<file path="config.mk">
export PLATFORM = sky130hd
export DESIGN_NAME = amp_level_sequencer
export DESIGN_NICKNAME = d
export VERILOG_FILES = /design/src/rtl/amp_level_sequencer.sv
export SDC_FILE = /design/constraint.sdc
export NUM_CORES = 1
export LEC_CHECK = 0
export ABC_AREA = 1
export CORE_MARGIN = 2
export CORE_UTILIZATION = 50
export DETAILED_ROUTE_END_ITERATION = 12
export GPL_TIMING_DRIVEN = 0
export PLACE_DENSITY = 0.7
export SETUP_SLACK_MARGIN = 0.05
export SKIP_CTS_REPAIR_TIMING = 1
export SYNTH_ARGS = -nofsm -noshare
export SYNTH_HDL_FRONTEND = slang
export SYNTH_SLANG_ARGS = --single-unit
</file>
<file path="constraint.sdc">
create_clock -name clk -period 4.2 [get_ports clk]
set_clock_uncertainty 0.15 [all_clocks]
set_input_delay 0.63 -clock clk [delete_from_list [all_inputs] [get_ports clk]]
set_output_delay 0.63 -clock clk [all_outputs]
set_load 0.005 [all_outputs]
</file>
<file path="src/rtl/amp_level_sequencer.sv">
// Amplitude level sequencer.
// Chooses the attenuation code for the waveform amplitude selector. The code comes either from
// manual up/down buttons or from an automatic ping-pong sweep. A new level is staged in `target`
// and copied to `amp_sel` only on a period_start strobe, so the output never steps mid-cycle.
module amp_level_sequencer #(
  parameter int unsigned HOLD_TICKS = 256  // sample ticks per sweep level, 1..65535
) (
  input  logic       clk,
  input  logic       rst_n,
  input  logic       sample_tick,
  input  logic       period_start,
  input  logic       btn_up,
  input  logic       btn_down,
  input  logic       sweep_en,
  output logic [1:0] amp_sel,
  output logic       pending,
  output logic       applied
);

  localparam logic [15:0] CntLast = 16'(HOLD_TICKS - 1);

  typedef enum logic [1:0] {
    StManualIdle,
    StManualPend,
    StSweepCount,
    StSweepPend
  } state_e;

  state_e      state_q, state_d;
  logic [1:0]  target_q, target_d;
  logic [1:0]  amp_sel_q, amp_sel_d;
  logic        dir_q, dir_d;        // 0: code increasing, 1: code decreasing
  logic [15:0] cnt_q, cnt_d;
  logic        btn_up_q, btn_up_d;
  logic        btn_down_q, btn_down_d;
  logic        applied_q, applied_d;

  logic up_edge;
  logic dn_edge;
  logic in_pend;

  assign up_edge = btn_up & ~btn_up_q;
  assign dn_edge = btn_down & ~btn_down_q;
  assign in_pend = (state_q == StManualPend) || (state_q == StSweepPend);

  // Next-state logic: apply rule first, then per-state target, counter and mode handling.
  always_comb begin
    state_d    = state_q;
    target_d   = target_q;
    amp_sel_d  = amp_sel_q;
    dir_d      = dir_q;
    cnt_d      = cnt_q;
    applied_d  = 1'b0;
    btn_up_d   = btn_up;
    btn_down_d = btn_down;

    // A staged level is committed only at a period boundary. The sweep turns around at the ends.
    if (in_pend && period_start) begin
      amp_sel_d = target_q;
      applied_d = 1'b1;
      if (target_q == 2'd3) begin
        dir_d = 1'b1;
      end else if (target_q == 2'd0) begin
        dir_d = 1'b0;
      end
    end

    unique case (state_q)
      StManualIdle, StManualPend: begin
        // Simultaneous edges cancel. Edges accumulate on target while a change is pending.
        if (up_edge && !dn_edge) begin
          target_d = (target_q == 2'd0) ? 2'd0 : target_q - 2'd1;
        end else if (dn_edge && !up_edge) begin
          target_d = (target_q == 2'd3) ? 2'd3 : target_q + 2'd1;
        end

        if (sweep_en) begin
          // Entering sweep: restart the hold count and head away from the end we sit at.
          cnt_d   = 16'd0;
          dir_d   = (amp_sel_d == 2'd3);
          state_d = (target_d != amp_sel_d) ? StSweepPend : StSweepCount;
        end else begin
          // Returning target to amp_sel cancels the request without an apply.
          state_d = (target_d != amp_sel_d) ? StManualPend : StManualIdle;
        end
      end

      StSweepCount: begin
        if (!sweep_en) begin
          cnt_d   = 16'd0;
          state_d = StManualIdle;
        end else if (sample_tick) begin
          if (cnt_q == CntLast) begin
            // The step is only staged here. A coincident period_start does not apply it.
            cnt_d    = 16'd0;
            target_d = dir_q ? (amp_sel_q - 2'd1) : (amp_sel_q + 2'd1);
            state_d  = StSweepPend;
          end else begin
            cnt_d = cnt_q + 16'd1;
          end
        end
      end

      StSweepPend: begin
        // The counter holds here. Ticks seen while waiting for the boundary are dropped.
        if (!sweep_en) begin
          cnt_d   = 16'd0;
          state_d = (target_d != amp_sel_d) ? StManualPend : StManualIdle;
        end else if (period_start) begin
          state_d = StSweepCount;
        end
      end

      default: begin
        state_d = StManualIdle;
      end
    endcase
  end

  // State register with synchronous active-low reset. A pending change is dropped on reset.
  always_ff @(posedge clk) begin
    if (!rst_n) begin
      state_q    <= StManualIdle;
      target_q   <= 2'd0;
      amp_sel_q  <= 2'd0;
      dir_q      <= 1'b0;
      cnt_q      <= 16'd0;
      // Resetting the edge detectors high means a button held through reset makes no edge.
      btn_up_q   <= 1'b1;
      btn_down_q <= 1'b1;
      applied_q  <= 1'b0;
    end else begin
      state_q    <= state_d;
      target_q   <= target_d;
      amp_sel_q  <= amp_sel_d;
      dir_q      <= dir_d;
      cnt_q      <= cnt_d;
      btn_up_q   <= btn_up_d;
      btn_down_q <= btn_down_d;
      applied_q  <= applied_d;
    end
  end

  assign amp_sel = amp_sel_q;
  assign pending = (target_q != amp_sel_q);
  assign applied = applied_q;

endmodule
</file>
==> impl_summary.log <==
[metrics] result of the run: complete, no violations
[metrics] number of design-rule violations left by the first detailed-router iteration: 71
[metrics] class of the worst hold path: flop to flop
[metrics] Hold Vio Cnt, Final: 0
[metrics] Main synth FF type: dfxtp_1
[metrics] Synth async-reset ratio: 0%
[metrics] antenna diode instance count: 0
[metrics] latest clock arrival within the worst-skew pair: 300 ps
[metrics] Post-Synth Simple-Gate Area: 39.41%
[metrics] time the worst path needs with I/O delays and setup: 2498 ps
[metrics] total detailed-routing wirelength: 2.884 mm
[metrics] number of top-level pins: 11
[metrics] number of H-tree levels: 1
[metrics] Seq cells post-synth: 26
[metrics] overall die area: 3328 sq um
[metrics] Worst R2R Path Depth: 12
[metrics] largest net degree at the start of global routing: 14
[metrics] final core utilization: 57.76%
[metrics] average wire length per cell after detail routing: 11.09 um
[metrics] synthesized area divided by synthesized cell count: 6.642 sq um
[metrics] min-delay src: cnt_q[14]
[metrics] Placer Congestion: 0.9149
[metrics] total number of vias: 1,365
[metrics] fillers: 269
[metrics] CTS tree: done
[metrics] max-capacitance violation count: 0
[metrics] post-synthesis net count: 225
[metrics] initial core utilization: 52.27%
[metrics] clock tree sinks: 26
[metrics] Synth warnings: 0
[metrics] main combinational cell family by area after synthesis: simple AND/OR/NAND/NOR gates
[metrics] Inserted Clock Buffers: 3
[metrics] worst hold path stage count: 2
[metrics] global-route wire length before repair: 5.071 mm
[metrics] detailed-route vias per instance: 5.250
[metrics] multi-input gate area in the final layout: 767.0 sq um
[metrics] global routing usage summed across all routing layers: 18.97%
[metrics] ratio of total power to cell area: 277.9 nW/um^2
[metrics] Max rail drop VDD: 0.0002122 V
[metrics] number of unique standard cell types used by synthesis: 30
[metrics] area fraction in compound gates after synthesis: 8.681%
[metrics] area fraction of the dominant cell type after synthesis: 36.11%
[metrics] data required time at the worst endpoint: 3420 ps
[metrics] port buffer count: 9
[metrics] via count of the first global-routing pass: 1,287
[metrics] number of antenna violations at the first check in global routing: 0
[metrics] kind of capture point of the worst setup path: primary output
[metrics] tightest slew margin relative to the limit: 74.63%
[metrics] Worst Tran Pin Value: 377.6 ps
[metrics] Peak Freq: 0.4003 GHz
[metrics] Cells after Synth: 217
[metrics] synth top area cells: dfxtp_1 (36%), nand2_1 (14%), nor2_1 (9.4%), inv_1 (7.0%), nand3_1 (5.9%)
[metrics] adder-cell share of the synthesized area: 0.8681%
[metrics] Leak: 0.0006796 uW
[metrics] critical register-to-register path startpoint: cnt_q[0]
[metrics] core area: 2758 sq um
[metrics] setup repair after global routing missed its margin: no
[metrics] reg-to-reg endpoint: cnt_q[13]
[metrics] register area share after synthesis: 36.11%
[metrics] Root Buffer: clkbuf_4
[metrics] share of cell area taken by muxes after synthesis: 0%
[metrics] # setup viols final: 0
[metrics] Critical Setup Path Class: flop to primary output
[metrics] Synth top cells by count: nand2_1 (52), nor2_1 (36), inv_1 (27), dfxtp_1 (26), nand3_1 (17)
[metrics] dominant cell by count in the synthesized netlist: nand2_1
[metrics] worst setup slack for register-to-register paths: 2260 ps
[metrics] Antenna Violating Nets Remaining: 0
[metrics] Yosys top cell by area: dfxtp_1
[metrics] area taken by flip-flops and latches: 520.5 sq um
[metrics] critical path peak fanout: 8
[metrics] 1st-pass router iterations: 4
[metrics] number of standard-cell rows in the floorplan: 19
[metrics] EDFF count, synth: 0
[metrics] hold-critical path endpoint: cnt_q[14]
[metrics] Slew Limit Fails: 0
[metrics] post-synthesis share of cell area spent on xor and xnor gates: 4.253%
[metrics] share of the clock period used by the worst path: 59.48%
[metrics] dpl hpwl: 2.254 mm
[metrics] Synth Cell Area: 1441 sq um
[metrics] kind of start point of the critical path: flop
[metrics] overall die height: 57.69 um
[metrics] die boundary width: 57.69 um
[metrics] clock slew at the register clock pins of the worst setup and hold paths: 120 ps
[metrics] total gr overflow: 0
[metrics] sum of negative setup slack: 0 ps
[metrics] Worst EP arrival: 1720 ps
[metrics] maximum number of buffers from clock root to sink: 2
[metrics] layout cell share with drive strength beyond 1: 7.860%
[metrics] remaining routing DRC violations: 0
[metrics] Area growth syn-to-layout: 10.50%
[metrics] final layout net count: 239
worst max path at each step:
stage,from,end,cells past startpoint
2_1_floorplan,sweep_en,cnt_q[10],9
3_5_place_dp,period_start,state_q[0],8
5_1_grt,target_q[0],pending,5
3_3_place_gp,period_start,state_q[0],8
4_1_cts,target_q[0],pending,5
6_report,target_q[0],pending,5
layout make-up:
type                       instances  share of cell area (%)
inverter                          29                   6.991
timing repair buffer               9                   5.656
multi-input combinational        157                   48.15
clock buffer                       3                   1.414
sequential                        26                   32.68
buffer                             5                   2.671
tap                               31                   2.435
per-layer routing:
layer  GRT usage, %  vias up  share of wire [%]
li1               -      717                  -
met3          2.455        2                4.0
met5              0        -                  0
met2          33.77       27                 52
met1          22.47      619                 44
met4          8.970        0               0.69
flip-flops by register name (all words and copies together), names as in the netlist:
signal	count
applied	1
state_q	2
btn_down_q	1
target_q	2
btn_up_q	1
cnt_q	16
dir_q	1
amp_sel	2
worst max-delay path, stage by stage (launching register included):
cell	delay, ps
dfxtp_1	330
clkbuf_1	280
inv_1	140
nand2_1	80
nand4_1	120
clkdlybuf4s50_1	470
cells by family (layout without fill, tap and decap cells):
logic type	after synthesis	after routing
buffers and inverters	34	46
AOI/OAI and AO/OA	22	22
DFF	26	26
and+or+nand+nor	127	127
xor gates and xnor gates	7	7
adders and majority gates	1	1
stage by stage:
| step | setup WS, ps | power [uW] | hold WS (ps) | cells | instance area, sq um |
|---|---|---|---|---|---|
| floorplan | 2297 | 324.4 | 300.6 | 217 | 1441 |
| global placement | 1915 | 349.7 | 316.3 | 257 | 1570 |
| detailed placement | 1885 | 351.6 | 337.5 | 257 | 1570 |
| CTS | 1691 | 450.2 | 356.7 | 260 | 1593 |
| global route | 1527 | 468.0 | 397.8 | 260 | 1593 |
| finish | 1702 | 442.7 | 363.0 | 260 | 1593 |
where the power goes:
group	internal, uW	switching (uW)	total [uW]
registers	255	7.55	262
clock network	33.4	63.8	97.2
logic	35.9	47.3	83.2
total	324	119	443
placed cells by master (no fill, tap or decap), types with 3 or more instances in the layout:
cell type,synthesis,routed
nand2_1,52,52
nor2_1,36,36
inv_1,27,27
dfxtp_1,26,26
nand3_1,17,17
clkdlybuf4s50_1,0,9
o21ai_0,8,8
a21oi_1,7,7
nor3_1,5,5
xor2_1,5,5
nand4_1,3,3
buf_6,3,3
nor2_2,3,3
nor3_2,3,3
clkbuf_4,0,3
No activity file was read; power rests on OpenSTA's default activity.
==> RTL change (config.mk and constraints unchanged) <==
Compare `cnt_q` against `CntLast` with >= in place of ==.
--- a/src/rtl/amp_level_sequencer.sv
+++ b/src/rtl/amp_level_sequencer.sv
@@ -90,7 +90,7 @@
           cnt_d   = 16'd0;
           state_d = StManualIdle;
         end else if (sample_tick) begin
-          if (cnt_q == CntLast) begin
+          if (cnt_q >= CntLast) begin
             // The step is only staged here. A coincident period_start does not apply it.
             cnt_d    = 16'd0;
             target_d = dir_q ? (amp_sel_q - 2'd1) : (amp_sel_q + 2'd1);
Behaviour: no difference found for any inputs over 10 cycles, from zero or initial values and one cycle with rst_n low; that may be too few to reach the edited logic, so the function may still have changed.
==> RTL change against the original RTL <==
Power rose by 18%. Die area shrank 8.5%. Hold slack got worse by 0.058 ns. Cell area shrank 6.4%. Setup slack better by 0.079 ns. Sequential cell count did not move. Routed wire length is 12% lower. Area after synthesis is 9.1% lower. Register-to-register slack improved by 0.22 ns. Critical path type unchanged. Highest routed layer unchanged.
==> RTL change: results <==
[layout]
fin_nets = 207
clk_share = 0.0353
finish.utilization = 0.602
stdcell_count = 228
design.seq.count = 26
n_fill_cell = 247
multi_input_gates = 124
multi_input_area_sq_um = 648
layout-drive-gt1-share = 0.101
seq_share = 0.349

[place]
place_ws_ns = 1.85
dp_cells = 224
gp_congestion = 0.773

[drt]
vias = 1151

[setup_path]
crit_path_max_incr_delay_ns = 0.51
cp.arrival_ns = 1.64

[synth]
synth_fa_ha_area_frac = 0.00955
synth-compound-area-share = 0.0649
ys_seq_area_frac = 0.397
synth_area_sq_um = 1310
synth_xor_area_frac = 0.0334
synth_fp_nets = 193

[global_route]
gr-usage-all-layers = 0.195
grt_first_pass_wirelength_mm = 4.24
first_global_vias = 1064
grt_max_degree = 16

[run_status]
status = complete, no violations

[power]
power.internal_w = 0.000386
p_leak_nw = 0.627
vdd_drop_max_uv = 239

[cts]
insertion_delay_ns = 0.32

[sta]
maxSlewHeadroom = 0.771
RTL change: changes by cell type in the layout (fill, tap and decap cells not counted), sizes merged, moves of 2 or more:
cell / change
a21oi: -2
xor2: -2
buf: -2
nand4: +2
nor3: +3
inv: +3
nand2: -12
o21bai: -2
nor2: -14
RTL change: logic make-up (layout without fill, tap and decap cells):
kind of cell | Yosys count | after routing
buffers and inverters | 35 | 48
xor gates and xnor gates | 5 | 5
adders and majority gates | 1 | 1
DFF | 26 | 26
and+or+nand+nor | 103 | 103
AOI/OAI and AO/OA | 15 | 15
RTL change: per-layer routing:
layer / part of all wire / vias to the layer above / global-route usage
li1: - / 613 / -
met1: 0.45 / 514 / 0.211
met2: 0.50 / 18 / 0.373
met3: 0.028 / 6 / 0.0323
met4: 0.018 / 0 / 0.0732
met5: 0 / - / 0
RTL change: worst paths after layout:
kind	end	slack, ns	cells past startpoint
max	pending	1.78	5
max reg2reg	target_q[0]	2.48	10
min	cnt_q[14]	0.30	2
min reg2reg	cnt_q[14]	0.30	2
